### src/rtl/uart_tx_serializer_pkg.sv
// Shared types and line levels for the UART transmit serializer.
// Frame layout is 8N1: one start bit, eight data bits LSB first, one stop bit.
package uart_tx_serializer_pkg;

    localparam int DATA_W     = 8;
    localparam int FRAME_BITS = 10;
    localparam int DATA_BITS  = FRAME_BITS - 2;

    localparam logic START_LEVEL = 1'b0;
    localparam logic STOP_LEVEL  = 1'b1;
    localparam logic IDLE_LEVEL  = 1'b1;

    typedef enum logic [1:0] {
        ST_IDLE  = 2'd0,
        ST_START = 2'd1,
        ST_DATA  = 2'd2,
        ST_STOP  = 2'd3
    } tx_state_t;

endpackage

### src/rtl/uart_tx_serializer_if.sv
// Byte-wide valid/ready handshake into the UART transmit serializer.
interface uart_tx_serializer_if;
    import uart_tx_serializer_pkg::*;

    logic [DATA_W-1:0] TX_DATA;
    logic              TX_VALID;
    logic              TX_READY;

    modport master (output TX_DATA, output TX_VALID, input TX_READY);
    modport slave  (input TX_DATA, input TX_VALID, output TX_READY);

endinterface

### src/rtl/uart_tx_fifo.sv
// Synchronous byte FIFO with full/empty protection; pointers and count reset
// asynchronously, storage is left uninitialised.
module uart_tx_fifo
    import uart_tx_serializer_pkg::*;
#(
    parameter int FIFO_DEPTH = 4,
    parameter int ADDR_W     = 2
) (
    input  logic              i_clk,
    input  logic              i_rst_n,
    input  logic              i_push,
    input  logic [DATA_W-1:0] i_data,
    input  logic              i_pop,
    output logic [DATA_W-1:0] o_data,
    output logic [ADDR_W:0]   o_count,
    output logic              o_full,
    output logic              o_empty
);
    localparam logic [ADDR_W:0] FULL_CNT = (ADDR_W+1)'(FIFO_DEPTH);

    logic [DATA_W-1:0] r_mem [FIFO_DEPTH];
    logic [ADDR_W-1:0] r_wr_ptr;
    logic [ADDR_W-1:0] r_rd_ptr;
    logic [ADDR_W:0]   r_count;
    logic              w_push;
    logic              w_pop;

    assign o_full  = (r_count == FULL_CNT);
    assign o_empty = (r_count == '0);
    assign o_count = r_count;
    assign o_data  = r_mem[r_rd_ptr];
    // A full FIFO refuses a push even when a pop happens on the same edge.
    assign w_push  = i_push & ~o_full;
    assign w_pop   = i_pop & ~o_empty;

    always_ff @(posedge i_clk or negedge i_rst_n) begin
        if (!i_rst_n) begin
            r_wr_ptr <= '0;
            r_rd_ptr <= '0;
            r_count  <= '0;
        end else begin
            if (w_push) r_wr_ptr <= r_wr_ptr + ADDR_W'(1);
            if (w_pop)  r_rd_ptr <= r_rd_ptr + ADDR_W'(1);
            case ({w_push, w_pop})
                2'b10:   r_count <= r_count + (ADDR_W+1)'(1);
                2'b01:   r_count <= r_count - (ADDR_W+1)'(1);
                default: r_count <= r_count;
            endcase
        end
    end

    always_ff @(posedge i_clk) begin
        if (w_push) r_mem[r_wr_ptr] <= i_data;
    end

endmodule

### src/rtl/uart_tx_serializer.sv
// Buffers bytes from a valid/ready port and emits them as 8N1 UART frames on TXD,
// chaining frames back to back whenever the FIFO still holds data at stop-bit end.
module uart_tx_serializer
    import uart_tx_serializer_pkg::*;
#(
    parameter int BAUD_DIV   = 1,
    parameter int FIFO_DEPTH = 4,
    parameter int ADDR_W     = 2
) (
    input  logic                 CLK,
    input  logic                 RESETn,
    uart_tx_serializer_if.slave  tx_if,
    output logic                 TXD,
    output logic                 BUSY,
    output logic [ADDR_W:0]      FIFO_COUNT
);
    localparam int               CNT_W       = (BAUD_DIV > 1) ? $clog2(BAUD_DIV) : 1;
    localparam logic [CNT_W-1:0] BAUD_RELOAD = CNT_W'(BAUD_DIV - 1);
    localparam logic [2:0]       LAST_BIT    = 3'(DATA_BITS - 1);

    tx_state_t         r_state;
    logic              r_txd;
    logic [CNT_W-1:0]  r_baud;
    logic [2:0]        r_bit_idx;
    logic [DATA_W-1:0] r_shift;

    logic              w_full;
    logic              w_empty;
    logic              w_pop;
    logic              w_bit_end;
    logic [DATA_W-1:0] w_rd_data;

    assign w_bit_end = (r_baud == '0);
    // Load from IDLE, or straight from the last stop-bit cycle so frames abut.
    assign w_pop     = ~w_empty & ((r_state == ST_IDLE) | ((r_state == ST_STOP) & w_bit_end));

    uart_tx_fifo #(
        .FIFO_DEPTH (FIFO_DEPTH),
        .ADDR_W     (ADDR_W)
    ) u_fifo (
        .i_clk   (CLK),
        .i_rst_n (RESETn),
        .i_push  (tx_if.TX_VALID),
        .i_data  (tx_if.TX_DATA),
        .i_pop   (w_pop),
        .o_data  (w_rd_data),
        .o_count (FIFO_COUNT),
        .o_full  (w_full),
        .o_empty (w_empty)
    );

    assign tx_if.TX_READY = ~w_full;
    assign TXD            = r_txd;
    assign BUSY           = (r_state != ST_IDLE) | ~w_empty;

    always_ff @(posedge CLK or negedge RESETn) begin
        if (!RESETn) begin
            r_state   <= ST_IDLE;
            r_txd     <= IDLE_LEVEL;
            r_baud    <= '0;
            r_bit_idx <= '0;
        end else if (w_pop) begin
            r_state <= ST_START;
            r_txd   <= START_LEVEL;
            r_baud  <= BAUD_RELOAD;
        end else begin
            case (r_state)
                ST_IDLE: r_txd <= IDLE_LEVEL;
                ST_START: begin
                    if (w_bit_end) begin
                        r_state   <= ST_DATA;
                        r_bit_idx <= '0;
                        r_txd     <= r_shift[0];
                        r_baud    <= BAUD_RELOAD;
                    end else begin
                        r_baud <= r_baud - CNT_W'(1);
                    end
                end
                ST_DATA: begin
                    if (w_bit_end) begin
                        r_baud <= BAUD_RELOAD;
                        if (r_bit_idx == LAST_BIT) begin
                            r_state <= ST_STOP;
                            r_txd   <= STOP_LEVEL;
                        end else begin
                            r_bit_idx <= r_bit_idx + 3'd1;
                            r_txd     <= r_shift[1];
                        end
                    end else begin
                        r_baud <= r_baud - CNT_W'(1);
                    end
                end
                ST_STOP: begin
                    if (w_bit_end) begin
                        r_state <= ST_IDLE;
                        r_txd   <= IDLE_LEVEL;
                    end else begin
                        r_baud <= r_baud - CNT_W'(1);
                    end
                end
            endcase
        end
    end

    // Shifter holds data only; it is reloaded before every frame.
    always_ff @(posedge CLK) begin
        if (w_pop)
            r_shift <= w_rd_data;
        else if ((r_state == ST_DATA) && w_bit_end)
            r_shift <= r_shift >> 1;
    end

endmodule

### src/flat_wrapper.sv
// flat-port wrapper written by rule: the top's interface ports become plain ports
module uart_tx_serializer_flat import uart_tx_serializer_pkg::*;
#(
    parameter int BAUD_DIV   = 1,
    parameter int FIFO_DEPTH = 4,
    parameter int ADDR_W     = 2
)
  (CLK, RESETn, TXD, BUSY, FIFO_COUNT, tx_if_TX_DATA, tx_if_TX_VALID, tx_if_TX_READY);
  uart_tx_serializer_if tx_if_i ();
  input  logic CLK;
  input  logic RESETn;
  output logic TXD;
  output logic BUSY;
  output logic [ADDR_W:0] FIFO_COUNT;
  input wire logic [$bits(tx_if_i.TX_DATA)-1:0] tx_if_TX_DATA;
  input wire logic [$bits(tx_if_i.TX_VALID)-1:0] tx_if_TX_VALID;
  output wire logic [$bits(tx_if_i.TX_READY)-1:0] tx_if_TX_READY;
  assign tx_if_i.TX_DATA = tx_if_TX_DATA;
  assign tx_if_i.TX_VALID = tx_if_TX_VALID;
  assign tx_if_TX_READY = tx_if_i.TX_READY;
  uart_tx_serializer #(.BAUD_DIV(BAUD_DIV), .FIFO_DEPTH(FIFO_DEPTH), .ADDR_W(ADDR_W)) u_core (.CLK(CLK), .RESETn(RESETn), .tx_if(tx_if_i), .TXD(TXD), .BUSY(BUSY), .FIFO_COUNT(FIFO_COUNT));
endmodule
### config.mk
export PLATFORM = sky130hd
export DESIGN_NAME = uart_tx_serializer_flat
export DESIGN_NICKNAME = d
export VERILOG_FILES = /design/src/rtl/uart_tx_serializer_pkg.sv /design/src/rtl/uart_tx_serializer_if.sv /design/src/rtl/uart_tx_fifo.sv /design/src/rtl/uart_tx_serializer.sv /design/src/flat_wrapper.sv
export SDC_FILE = /design/constraint.sdc
export NUM_CORES = 1
export LEC_CHECK = 0
export CORE_ASPECT_RATIO = 2
export CORE_UTILIZATION = 30
export CTS_BUF_LIST = sky130_fd_sc_hd__clkbuf_4
export CTS_CLUSTER_DIAMETER = 150
export CTS_CLUSTER_SIZE = 10
export DETAILED_ROUTE_END_ITERATION = 8
export PLACE_DENSITY = 0.42
export SYNTH_ARGS = -nofsm -noshare
export SYNTH_HDL_FRONTEND = slang
export SYNTH_HIERARCHICAL = 1
export SYNTH_SLANG_ARGS = --single-unit
### constraint.sdc
create_clock -name CLK -period 7.3 [get_ports CLK]
set_clock_uncertainty 0.1 [all_clocks]
set_input_delay 1.825 -clock CLK [delete_from_list [all_inputs] [get_ports CLK]]
set_output_delay 1.825 -clock CLK [all_outputs]
set_load 0.02 [all_outputs]
==> impl_metrics.yaml <==
power:
  clkPwrFrac_pct: 16.9
  swShare_pct: 33.4
  pwr-share-comb_pct: 39.0
  cellPowerDensity_nw_per_um2: 442
  power.internal_mw: 0.793
  leakagePower_nw: 0.996
  total_power_mw: 1.19
  p_seq_share_pct: 44.1
  p_sw_mw: 0.398
  peakVddDrop_mv: 0.172
critical_path:
  crit_required_ns: 5.38
  worstRegToRegCells: 10
  reg2reg_slack_ns: 4.10
  path_max_fanout: 6
  arrival_ns: 2.00
  timing.rr.start: "u_core/r_state[0]"
  crit_type: "flop to output port"
  worstReg2RegEnd: "u_core/u_fifo/o_count[2]"
  critPathLaunchType: "flop"
  worstSetupEndpointType: "output port"
global_route:
  antenna_found_initial: 0
  grt_pass1_vias: 1344
  overflow: 0
  track_usage_pct: 11.3
  grt_max_degree: 18
  grt_pass1_wl_um: 6630
floorplanning:
  die_w_um: 64.2
  start_util_pct: 30.8
  die_area_um2: 8110
  fp-row-count: 45
  die_h_um: 126
  coreArea_um2: 7540
  io_pins: 17
clocking:
  hold_buffers: 0
  cts_buffers: 5
  cts_tree: "done"
  cts_num_sinks: 53
  cts_resized: 0
  ctsLongestPathBuffers: 2
  clk_latency_ns: 0.38
  root_buffer: "clkbuf_4"
  postCtsSetupRepairBufs: 0
  cts_htree_levels: 2
  path_clk_slew_ns: 0.15
placed_design:
  hpwlAfterDp_um: 2880
  gp_congestion: 0.675
  io_buffers: 16
timing:
  rsz0062_at_grt: "no"
  hold_ws_ns: 0.427
  slew_violations: 0
  clock.fmax_mhz: 255
  relSlewSlack_pct: 41.4
  setup_tns_ns: 0
  hold_viol: 0
  setup_viol: 0
  fin_crit_sh_pct: 53.7
  min_period_ns: 3.92
  worstMarginPinSlew_ns: 0.876
cells_and_area:
  drive_gt1_share_pct: 20.6
  syn_to_final_growth_pct: 16.0
  layout.area.seq_um2: 1530
  multi_input_area_um2: 728
  n_fill_cell: 747
  fin_nets: 183
  fin_util_pct: 35.7
  diodes: 0
synth:
  ys_top_cells_by_count: "edfxtp_1, dfrtp_1, ha_1, inv_1, mux4_2"
  ys_seq_area_share_pct: 65.8
  synth_nets: 162
  ys_warn_count: 6
  synth-seq-cells: 53
  synth_edf_count: 40
  netlist_area_um2: 2320
  synth_top_area_share_pct: 51.8
  yosys_most_used_dff: "edfxtp_1"
  synth_largest_area_cell: "edfxtp_1"
  syn_avg_cell_area_um2: 16.8
  syn_inst: 138
  synth.most_common_cell: "edfxtp_1"
  yosysUniqueCellTypes: 32
  synthArstFlopShare_pct: 24.5
  synth.area.top_cells: "edfxtp_1, dfrtp_1, mux4_2"
drt:
  totalWireLength_um: 3890
  antenna_left: 0
  drt_first_pass_iters: 4
  drc: 0
  via_count: 1165
  vias_per_cell: 4.59
  drtIter0Drc: 49
  route.detailed.wl_per_inst_um: 15.3
worst_hold_path:
  hold_depth: 2
  min_to: "u_core/TXD"
  hold_start: "u_core/r_shift[0]"
  hold_class: "flop to flop"
run_status:
  outcome: "complete, no violations"
flow_run:
  maxCapViolations: 0
[power by group through the flow]
stage               sequential (mW)  clock [mW]  combinational [mW]
floorplan                     0.508           0               0.364
detailed placement            0.537           0               0.473
global route                  0.542       0.221               0.520
finish                        0.526       0.201               0.464
global placement              0.532           0               0.458
CTS                           0.531       0.210               0.475
[sequential cells by signal, indices dropped and copies added, names as in the netlist]
register,flops
u_core/TXD,1
u_core/r_bit_idx,3
u_core/r_shift,8
u_core/r_state,2
u_core/u_fifo/o_count,3
u_core/u_fifo/r_mem,32
u_core/u_fifo/r_rd_ptr,2
u_core/u_fifo/r_wr_ptr,2
[how the worst max path moves through the flow]
stage | from | endpoint | slack [ns] | cells after the start
after global routing | u_core/u_fifo/o_count[0] | BUSY | 3.24 | 3
final | u_core/u_fifo/o_count[0] | BUSY | 3.38 | 3
after global placement | tx_if_TX_VALID | u_core/u_fifo/o_count[2] | 3.72 | 9
after detailed placement | tx_if_TX_VALID | u_core/u_fifo/o_count[2] | 3.66 | 9
after CTS | u_core/u_fifo/o_count[0] | BUSY | 3.33 | 3
after floorplan | tx_if_TX_VALID | u_core/u_fifo/o_count[2] | 4.16 | 8
[through the flow]
stage	std cells	setup slack (ns)	cell area, um2
after floorplan	138	4.16	2320
after global placement	246	3.72	2590
after detailed placement	246	3.66	2590
after CTS	254	3.33	2690
after global routing	254	3.24	2690
final	254	3.38	2690
[worst max-delay path, cell delays in order, from the launching register on]
cell and delay (ns):
dfrtp_1 0.50, nor3_1 0.45, nand2_1 0.11, clkdlybuf4s50_1 0.56
[placed cells by master (no fill, tap or decap), drive strengths merged, types with 2 or more instances in the layout]
cell type,Yosys,routed
and2,5,5
xnor2,3,3
ha,12,12
xor2,3,3
nand2,5,5
bufinv,0,2
nor2b,3,3
mux2,8,8
mux4,8,8
nor2,4,4
inv,12,13
o21ai,5,5
a22oi,2,2
edfxtp,40,40
dfrtp,12,12
o2bb2ai,2,2
clkdlybuf4s50,0,16
clkbuf,1,5
[layer usage]
metal | vias to the layer above | wire length, um | track usage, %
met5 | - | 0 | 0
met4 | 0 | 112 | 6.27
met3 | 7 | 105 | 3.15
met2 | 22 | 2240 | 20.5
met1 | 584 | 1440 | 11.2
li1 | 552 | - | -
[cells by family after synthesis]
| logic type | count (synthesis) | share of synthesized area, % |
|---|---|---|
| AOI/OAI and AO/OA | 14 | 4.10 |
| xor gates and xnor gates | 6 | 2.26 |
| adders and majority gates | 13 | 7.33 |
| buffers and inverters | 15 | 2.80 |
| DFF | 53 | 65.8 |
| muxes | 17 | 12.2 |
| and+or+nand+nor | 20 | 5.44 |
[area by class of cell]
class | count | share of cell area (%)
Clock buffer | 5 | 1.39
Clock inverter | 3 | 2.56
Timing Repair Buffer | 17 | 6.23
Multi-Input combinational cell | 70 | 27.0
Tap cell | 94 | 4.37
Sequential cell | 53 | 56.7
Inverter | 12 | 1.67
Note: power is estimated with default switching activity, not from simulation.
